$ cat config.mk
export PLATFORM = sky130hd
export DESIGN_NAME = bp_nonsynth_io_load_mux
export DESIGN_NICKNAME = d
export VERILOG_FILES = /design/src/rtl/bp_nonsynth_io_load_mux_pkg.sv /design/src/rtl/bp_nonsynth_io_tag_fifo.sv /design/src/rtl/bp_nonsynth_io_load_mux.sv
export SDC_FILE = /design/constraint.sdc
export NUM_CORES = 1
export LEC_CHECK = 0
export ABC_AREA = 1
export CAP_MARGIN = 20
export CORE_AREA = 5 5 231 233
export DETAILED_ROUTE_END_ITERATION = 8
export DIE_AREA = 0 0 236 238
export SETUP_SLACK_MARGIN = 0.05
export SLEW_MARGIN = 0
export SYNTH_ARGS = -nofsm -noshare
export SYNTH_HDL_FRONTEND = slang
export SYNTH_SLANG_ARGS = --single-unit
$ cat constraint.sdc
create_clock -name clk_i -period 2.5 [get_ports clk_i]
set_input_delay 0.25 -clock clk_i [delete_from_list [all_inputs] [get_ports clk_i]]
set_output_delay 0.25 -clock clk_i [all_outputs]
set_load 0.01 [all_outputs]
$ cat src/rtl/bp_nonsynth_io_load_mux_pkg.sv
// Shared types for the I/O load mux: processor config selector, memory
// command message layout and the loader source indices.
package bp_nonsynth_io_load_mux_pkg;

   typedef enum logic {e_bp_default_cfg = 1'b0} bp_params_e;

   localparam int paddr_width_p     = 40;
   localparam int cce_block_width_p = 64;
   localparam int lce_id_width_p    = 4;
   localparam int lce_assoc_p       = 8;

   typedef struct packed {
      logic [3:0]                     msg_type;
      logic [paddr_width_p-1:0]       addr;
      logic [2:0]                     size;
      logic [lce_id_width_p-1:0]      lce_id;
      logic [$clog2(lce_assoc_p)-1:0] way_id;
      logic [cce_block_width_p-1:0]   data;
   } bp_cce_mem_msg_s;

   localparam int cce_mem_msg_width_lp = $bits(bp_cce_mem_msg_s);

   localparam logic e_load_src_cfg = 1'b0;
   localparam logic e_load_src_nbf = 1'b1;

endpackage

$ cat src/rtl/bp_nonsynth_io_tag_fifo.sv
// 1-bit source-id FIFO remembering which loader owns each in-flight command.
// Full/empty come from pointer equality qualified by a per-pointer wrap bit.
module bp_nonsynth_io_tag_fifo #(
   parameter  int depth_p  = 8,
   localparam int ptr_w_lp = (depth_p > 1) ? $clog2(depth_p) : 1
) (
   input  logic clk_i,
   input  logic reset_n_i,
   input  logic v_i,
   input  logic data_i,
   input  logic yumi_i,
   output logic data_o,
   output logic full_o,
   output logic empty_o
);

   localparam logic [ptr_w_lp-1:0] last_lp = ptr_w_lp'(depth_p - 1);
   localparam logic [ptr_w_lp-1:0] one_lp  = ptr_w_lp'(1);

   logic [depth_p-1:0]  r_mem;
   logic [ptr_w_lp-1:0] r_wptr, r_rptr;
   logic                r_wwrap, r_rwrap;
   logic                w_ptr_eq;

   always_ff @(posedge clk_i or negedge reset_n_i) begin
      if (!reset_n_i) begin
         r_mem   <= '0;
         r_wptr  <= '0;
         r_wwrap <= 1'b0;
      end else if (v_i) begin
         r_mem[r_wptr] <= data_i;
         if (r_wptr == last_lp) begin
            r_wptr  <= '0;
            r_wwrap <= ~r_wwrap;
         end else begin
            r_wptr  <= r_wptr + one_lp;
         end
      end
   end

   always_ff @(posedge clk_i or negedge reset_n_i) begin
      if (!reset_n_i) begin
         r_rptr  <= '0;
         r_rwrap <= 1'b0;
      end else if (yumi_i) begin
         if (r_rptr == last_lp) begin
            r_rptr  <= '0;
            r_rwrap <= ~r_rwrap;
         end else begin
            r_rptr  <= r_rptr + one_lp;
         end
      end
   end

   assign w_ptr_eq = (r_wptr == r_rptr);
   assign full_o   = w_ptr_eq & (r_wwrap != r_rwrap);
   assign empty_o  = w_ptr_eq & (r_wwrap == r_rwrap);
   assign data_o   = r_mem[r_rptr];

endmodule

$ cat src/rtl/bp_nonsynth_io_load_mux.sv
// Merges the cfg and nbf loaders onto one host-link command channel and
// steers each in-order response back to the loader that issued it.
module bp_nonsynth_io_load_mux
   import bp_nonsynth_io_load_mux_pkg::*;
#(
   parameter  bp_params_e bp_params_p       = e_bp_default_cfg,
   parameter  int         num_outstanding_p = 8,
   parameter  bit         rr_p              = 1'b1,
   localparam int         cnt_w_lp          = $clog2(num_outstanding_p + 1)
) (
   input  logic                         clk_i,
   input  logic                         reset_n_i,
   input  bp_cce_mem_msg_s [1:0]        src_cmd_i,
   input  logic [1:0]                   src_cmd_v_i,
   output logic [1:0]                   src_cmd_ready_o,
   output bp_cce_mem_msg_s              src_resp_o,
   output logic [1:0]                   src_resp_v_o,
   input  logic [1:0]                   src_resp_ready_i,
   output bp_cce_mem_msg_s              io_cmd_o,
   output logic                         io_cmd_v_o,
   input  logic                         io_cmd_ready_i,
   input  bp_cce_mem_msg_s              io_resp_i,
   input  logic                         io_resp_v_i,
   output logic                         io_resp_yumi_o,
   output logic [cnt_w_lp-1:0]          outstanding_o,
   output logic                         idle_o,
   output logic                         orphan_resp_o
);

   if (num_outstanding_p < 1 || bp_params_p != e_bp_default_cfg) begin : g_bad_cfg
      $error("bp_nonsynth_io_load_mux: unsupported configuration");
   end

   localparam logic [cnt_w_lp-1:0] cnt_one_lp = cnt_w_lp'(1);

   logic                r_rst_meta, r_rst_n;
   logic                r_last_grant, r_orphan;
   logic [cnt_w_lp-1:0] r_cnt;
   logic                w_grant, w_head, w_full, w_empty, w_push, w_pop;

   // Assert asynchronously, release two edges later so all state leaves reset together.
   always_ff @(posedge clk_i or negedge reset_n_i) begin
      if (!reset_n_i) begin
         r_rst_meta <= 1'b0;
         r_rst_n    <= 1'b0;
      end else begin
         r_rst_meta <= 1'b1;
         r_rst_n    <= r_rst_meta;
      end
   end

   always_comb begin
      w_grant = e_load_src_cfg;
      if (src_cmd_v_i[1] & ~src_cmd_v_i[0])
         w_grant = e_load_src_nbf;
      else if ((&src_cmd_v_i) && rr_p && (r_last_grant == e_load_src_cfg))
         w_grant = e_load_src_nbf;
   end

   assign io_cmd_o   = src_cmd_i[w_grant];
   assign io_cmd_v_o = r_rst_n & (|src_cmd_v_i) & ~w_full;
   assign w_push     = io_cmd_v_o & io_cmd_ready_i;

   always_comb begin
      src_cmd_ready_o          = '0;
      src_cmd_ready_o[w_grant] = r_rst_n & io_cmd_ready_i & ~w_full;
   end

   assign src_resp_o = io_resp_i;

   always_comb begin
      src_resp_v_o         = '0;
      src_resp_v_o[w_head] = r_rst_n & io_resp_v_i & ~w_empty;
   end

   assign io_resp_yumi_o = src_resp_v_o[w_head] & src_resp_ready_i[w_head];
   assign w_pop          = io_resp_yumi_o;

   bp_nonsynth_io_tag_fifo #(.depth_p(num_outstanding_p)) u_tag_fifo (
      .clk_i    (clk_i),
      .reset_n_i(r_rst_n),
      .v_i      (w_push),
      .data_i   (w_grant),
      .yumi_i   (w_pop),
      .data_o   (w_head),
      .full_o   (w_full),
      .empty_o  (w_empty)
   );

   // Grant history moves only on handshake, so a stalled winner keeps the grant.
   always_ff @(posedge clk_i or negedge r_rst_n) begin
      if (!r_rst_n)    r_last_grant <= e_load_src_nbf;
      else if (w_push) r_last_grant <= w_grant;
   end

   always_ff @(posedge clk_i or negedge r_rst_n) begin
      if (!r_rst_n) begin
         r_cnt <= '0;
      end else begin
         case ({w_push, w_pop})
            2'b10:   r_cnt <= r_cnt + cnt_one_lp;
            2'b01:   r_cnt <= r_cnt - cnt_one_lp;
            default: r_cnt <= r_cnt;
         endcase
      end
   end

   always_ff @(posedge clk_i or negedge r_rst_n) begin
      if (!r_rst_n)                  r_orphan <= 1'b0;
      else if (io_resp_v_i & w_empty) r_orphan <= 1'b1;
   end

   assign outstanding_o = r_cnt;
   assign idle_o        = (r_cnt == '0);
   assign orphan_resp_o = r_orphan;

endmodule

# Word-level counts from Yosys, hierarchy flattened
# Index checks and enable logic that the tools add are counted.
# totals
inputBits	362
reg_bits	24
elab_cells	78
# op_classes
n_mux	20
n_lt_le_gt_ge	7
n_eq_ne	7
reduce_logical	10
addsub	4
bitwise	20
# op_table
op	n
$mux 118	2
$and 1x1->1	12
$mux 1	10
$bwmux 8	1
$lt 3x4->1 const B	2
$pmux 4 s2	1
$add 3x1->3 const B	2
$eq 3x3->1 const B	2
$mux 3	2
$not 1->1	6
$reduce_and 2->1	3
$add 4x1->4 const B	1
$and 2x2->2	2
$logic_and 1x1->1	4
$logic_not 4->1	1
$lt 1x2->1 const B	2
$sub 4x1->4 const B	1
$bmux 1 s3	1
$demux 1 s3	1
$eq 3x3->1	1
$ge 3x1->1 const B	1
$demux 1 s1	2
$eq 2x1->1 const B	1
$eq 2x2->1 const B	1
other kinds (5)	6

# Depth between registers and ports, before layout
# depth
depth_word	12
depth_mapped	18
depth_no_buf	17

# Modules after synthesis
# Synthesis repeated with hierarchy kept, for this count alone.
# unflattened
hier_cells	672
hier_area_um2	3707.3
# modules_own_cells
module	cells_each	area_each_um2	instances	seq_area_each_um2
bp_nonsynth_io_load_mux	564	2852.7	1	201.4
bp_nonsynth_io_tag_fifo	108	854.6	1	400.4

# Worst setup path after synthesis
# OpenSTA, ideal clock, no wires.
# synth_timing
path_type	register to register
startpoint	register r_rst_n
endpoint	register r_cnt[3] (netlist: outstanding_o[3])
arrival_time_ns	2.430
path_slack_ns	-0.009
stages_incl_launch_ff	12
path_buffers	1
setup_ns	0.079
required_time_ns	2.421
cell_sequence	dfrtp_1 o21a_1 nand3_4 buf_6 ha_1 ha_1 nand2_1 nand2_1 a21oi_1 o21bai_1 a21oi_1 xor2_1
# synth_between
elab_chain_cells	8
elab_cells_between_ends	13
classes_between	eq/ne (2); mux (3); bitwise (7); reduce/logical (1)
# synth_rtl
element	line_no	source
from (decl)	bp_nonsynth_io_load_mux.sv:36	logic r_rst_meta, r_rst_n;
from (signal assigned)	bp_nonsynth_io_load_mux.sv:48	r_rst_n <= r_rst_meta;
$and 1x1->1 (2 in a row)	bp_nonsynth_io_load_mux.sv:73	src_resp_v_o[w_head] = r_rst_n & io_resp_v_i & ~w_empty;
$and 2x2->2 (no line)	-	
$mux 1 (implied by the code) (2 in a row)	bp_nonsynth_io_load_mux.sv:76	assign io_resp_yumi_o = src_resp_v_o[w_head] & src_resp_ready_i[w_head];
$and 1x1->1	bp_nonsynth_io_load_mux.sv:76	
$eq 2x1->1 / $eq 2x2->1 (equally long branches)	bp_nonsynth_io_load_mux.sv:100	case ({w_push, w_pop})
$pmux 4 s2 / $reduce_bool 2->1 (equally long branches)	-	
to (signal assigned)	bp_nonsynth_io_load_mux.sv:101	2'b10: r_cnt <= r_cnt + cnt_one_lp;
to (signal assigned)	bp_nonsynth_io_load_mux.sv:102	2'b01: r_cnt <= r_cnt - cnt_one_lp;
to (signal assigned)	bp_nonsynth_io_load_mux.sv:103	default: r_cnt <= r_cnt;
to (decl)	bp_nonsynth_io_load_mux.sv:38	logic [cnt_w_lp-1:0] r_cnt;
# Several ways; a longest one is shown, not always the timed one. The select of a mux whose other input is x is not followed.
# A chain may end at the register's enable or synchronous reset.

==> out/results.tsv <==
stage	metric	value	unit
sta	max-slew violation count	0	
synthesis	Mapped Area	3710	µm²
sta	fmax	0.420	GHz
synthesis	largest family of logic cells by synthesized area	simple AND/OR/NAND/NOR gates	
power	switching share of power	41.6	%
grt	largest net degree at the start of global routing	71	
floorplanning	die area	56200	µm²
final_layout	final net count	1292	
hold_path	worst min-delay path category	primary input to async pin	
power	total power	3.74	mW
grt	global route overflow	0	
worst_setup_path	Setup CP Type	flop to output pin	
floorplanning	Die Width	236	µm
synthesis	Synth Register Bits	24	
synthesis	Post-Synthesis Cells	674	
detailed_routing	Via density	3.12	
grt	vias in the first global route	5081	
placement	Cells after DPL	1589	
synthesis	simple-gate share of the synthesized area	45.9	%
synthesis	Post-Syn Area per Cell	5.50	µm²
synthesis	post-synthesis sequential area ratio	16.2	%
worst_setup_path	slowest stage cell, crit path	clkdlybuf4s50_1	
clock_network	clock-pin slew on the worst setup and hold paths	60	ps
placement	area of placed instances	7400	µm²
power	Net Switching	1.55	mW
power	P_leak	3.39	nW
synthesis	Warnings, synthesis	0	
detailed_routing	via count	5013	
detailed_routing	DR pass1 iterations	6	
sta	skew final	3.12	ps
power	Internal	2.18	mW
sta	final hold viol count	0	
synthesis	count leader, synth	nand2_1	
worst_setup_path	CP Max Fanout	69	
worst_setup_path	crit-path most repeated cell	nand2_1	
detailed_routing	initial drt markers	272	
sta	unrepaired setup endpoints after global routing	true	
worst_setup_path	Cell Chain, Critical Path	nand2_1 > nand2_4 > buf_16 > nand2_1 > nand2_1 > clkdlybuf4s50_1	
sta	endpoints failing setup	0	
status	status	finished clean	
floorplanning	height of the die	238	µm
synthesis	Main synth FF type	dfrtp_1	
power	power share of the combinational group	70.9	%
worst_setup_path	Crit path required time	2250	ps
detailed_routing	Final ANT Viol Nets	0	
synthesis	Synth area leader	nand2_1	
synthesis	synth unique cells	29	
placement	worst slack, placed	-42.2	ps
grt	first-pass GRT wire length	34200	µm
detailed_routing	detailed-route DRC error count	0	
synthesis	post-synthesis mux area share	0	%
detailed_routing	DR WL/cell	15.7	µm
sta	Setup WS post-layout	119	ps
worst_setup_path	CP max stage delay	560	ps
floorplanning	Core Area	51000	µm²
clock_network	H-Tree Depth	1	
sta	Tcrit/Tclk final	95.2	%
placement	gpl congestion	0.825	
floorplanning	Initial Util	7.27	%
synthesis	ys async rst share	100	%
power	peak supply drop	0.310	mV
clock_network	Clock Path Buffers	2	
worst_setup_path	type of destination of the critical path	output pin	
placement	Port Buffers	373	
worst_setup_path	CP arrival	2130	ps
final_layout	fillers	5848	
floorplanning	IO Pins	610	
power	Pwr Density	490	nW/µm²
worst_setup_path	WP buf/inv	2	
worst_setup_path	startpoint types	flop	
sta	Sum Neg Setup Slack	0	ps
run	MaxCap Viol Count	0	
clock_network	worst skew pair latency	260	ps
power	Clock Power Share	9.5	%
grt	antenna violations before repair	11	
worst_setup_path	Crit path max-delay family	buffers and inverters	
floorplanning	# rows	83	
synthesis	Area contributors post-synth	nand2_1 (41%), buf_4 (24%), dfrtp_1 (16%)	
synthesis	area fraction in compound gates after synthesis	3.17	%
synthesis	Post-synth EDFFs	0	
final_layout	Layout area overhead	106	%
final_layout	layout cells sized above 1	4.67	%
power	Flop pwr share	19.6	%
placement	HPWL after DPL	22600	µm
clock_network	total CTS buffers	3	
final_layout	fin cells	1606	
sta	final critical-path required period	2380	ps
final_layout	Final Cell Area	7630	µm²
synthesis	post-synthesis adder-cell area fraction	2.90	%
sta	Fin Hold WS	159	ps
synthesis	top cell type's share of synthesized area	40.7	%
grt	Total GRT Usage	8.12	%
synthesis	syn_nets	1044	
clock_network	CTS tree	done	
synthesis	XOR/XNOR Fraction of Synth Area	1.42	%
synthesis	Synth top cells by count	nand2_1 (402), buf_4 (118), inv_1 (25)	
clock_network	Sink Count	24	
detailed_routing	final wirelength	25100	µm
final_layout	post-layout util	15.0	%
clock_network	Root Driver	clkbuf_16	
## state kept, by name, summed over array words and instances, names as in the netlist
register            flops
u_tag_fifo.r_rwrap      1
u_tag_fifo.r_wptr       3
u_tag_fifo.r_wwrap      1
r_rst_n                 1
u_tag_fifo.r_mem        8
r_rst_meta              1
orphan_resp_o           1
u_tag_fifo.r_rptr       3
r_last_grant            1
outstanding_o           4
## final cells by class
| cell class | count | area (µm²) | share of cell area, % |
|---|---|---|---|
| inverter | 29 | 116 | 1.53 |
| clock buffer | 4 | 78.8 | 1.03 |
| sequential | 24 | 608 | 7.97 |
| multi-input combinational | 475 | 2040 | 26.7 |
| timing repair buffer | 389 | 3920 | 51.5 |
| tap | 680 | 851 | 11.2 |
| antenna | 5 | 12.5 | 0.164 |
## power by group through the flow
stage / clock, mW / sequential [mW] / combinational [mW]
2_1_floorplan: 0 / 0.714 / 1.33
3_3_place_gp: 0 / 0.719 / 2.48
3_5_place_dp: 0 / 0.726 / 2.52
4_1_cts: 0.367 / 0.725 / 2.59
5_1_grt: 0.385 / 0.758 / 2.91
6_report: 0.356 / 0.732 / 2.65
## layout by cell type, fill, tap and decap left out, drive strengths merged
master / netlist / final
nor4: 1 / 1
ha: 7 / 7
or2: 1 / 1
inv: 29 / 29
nand3: 14 / 14
a21oi: 7 / 7
dfrtp: 23 / 23
xnor2: 3 / 3
clkbuf: 16 / 4
clkdlybuf4s50: 0 / 371
diode: 0 / 5
nor2: 14 / 14
xor2: 3 / 3
nand2: 404 / 404
dlymetal6s2s: 0 / 2
buf: 130 / 16
o21bai: 2 / 2
o21a: 1 / 1
o21ai: 12 / 12
nand4: 4 / 4
fa: 1 / 1
conb: 1 / 1
dfstp: 1 / 1
## layer usage
layer	share of wire, %	GRT usage [%]	wire length [µm]	up-vias
met3	19	6.68	4780	58
met4	3.1	2.22	777	14
li1	-	-	-	2402
met5	1.1	3.03	277	-
met1	32	7.88	8050	2123
met2	45	13.0	11300	416
## final timing paths
| path | slack, ps | cells after the start | endpoint | from |
|---|---|---|---|---|
| min in group clk_i | 360 | 0 | r_rst_n$_DFF_PN0_ | r_rst_meta$_DFF_PN0_ |
| worst min-delay path | 160 | 1 | r_rst_meta$_DFF_PN0_ | reset_n_i |
| worst min register to register | 340 | 1 | u_tag_fifo.r_wptr[2]$_DFFE_PN0P_ | r_rst_n$_DFF_PN0_ |
| worst max-delay path | 120 | 6 | io_cmd_o[75] | r_last_grant$_DFFE_PN1P_ |
| max in group asynchronous | 1880 | 1 | r_last_grant$_DFFE_PN1P_ | r_rst_n$_DFF_PN0_ |
| worst max register to register | 150 | 16 | outstanding_o[3]$_DFFE_PN0P_ | u_tag_fifo.r_rptr[0]$_DFFE_PN0P_ |
## repair_timing
action / in CTS / in global routing
setup buffers: 2 / 6
hold endpoints to repair: 0 / 0
pin swaps: 1 / 5
endpoints found under the setup margin: 2 / 11
hold buffers: 0 / 0
gates resized for setup: 6 / 12
## kinds of logic (layout without fill, tap and decap cells)
logic type | count (synthesis) | after routing
other cells | 1 | 6
fa+ha+maj | 8 | 8
xor+xnor | 6 | 6
buf+inv | 175 | 422
flops | 24 | 24
compound gates | 22 | 22
simple gates | 438 | 438
Note: power is estimated with default switching activity, not from simulation.
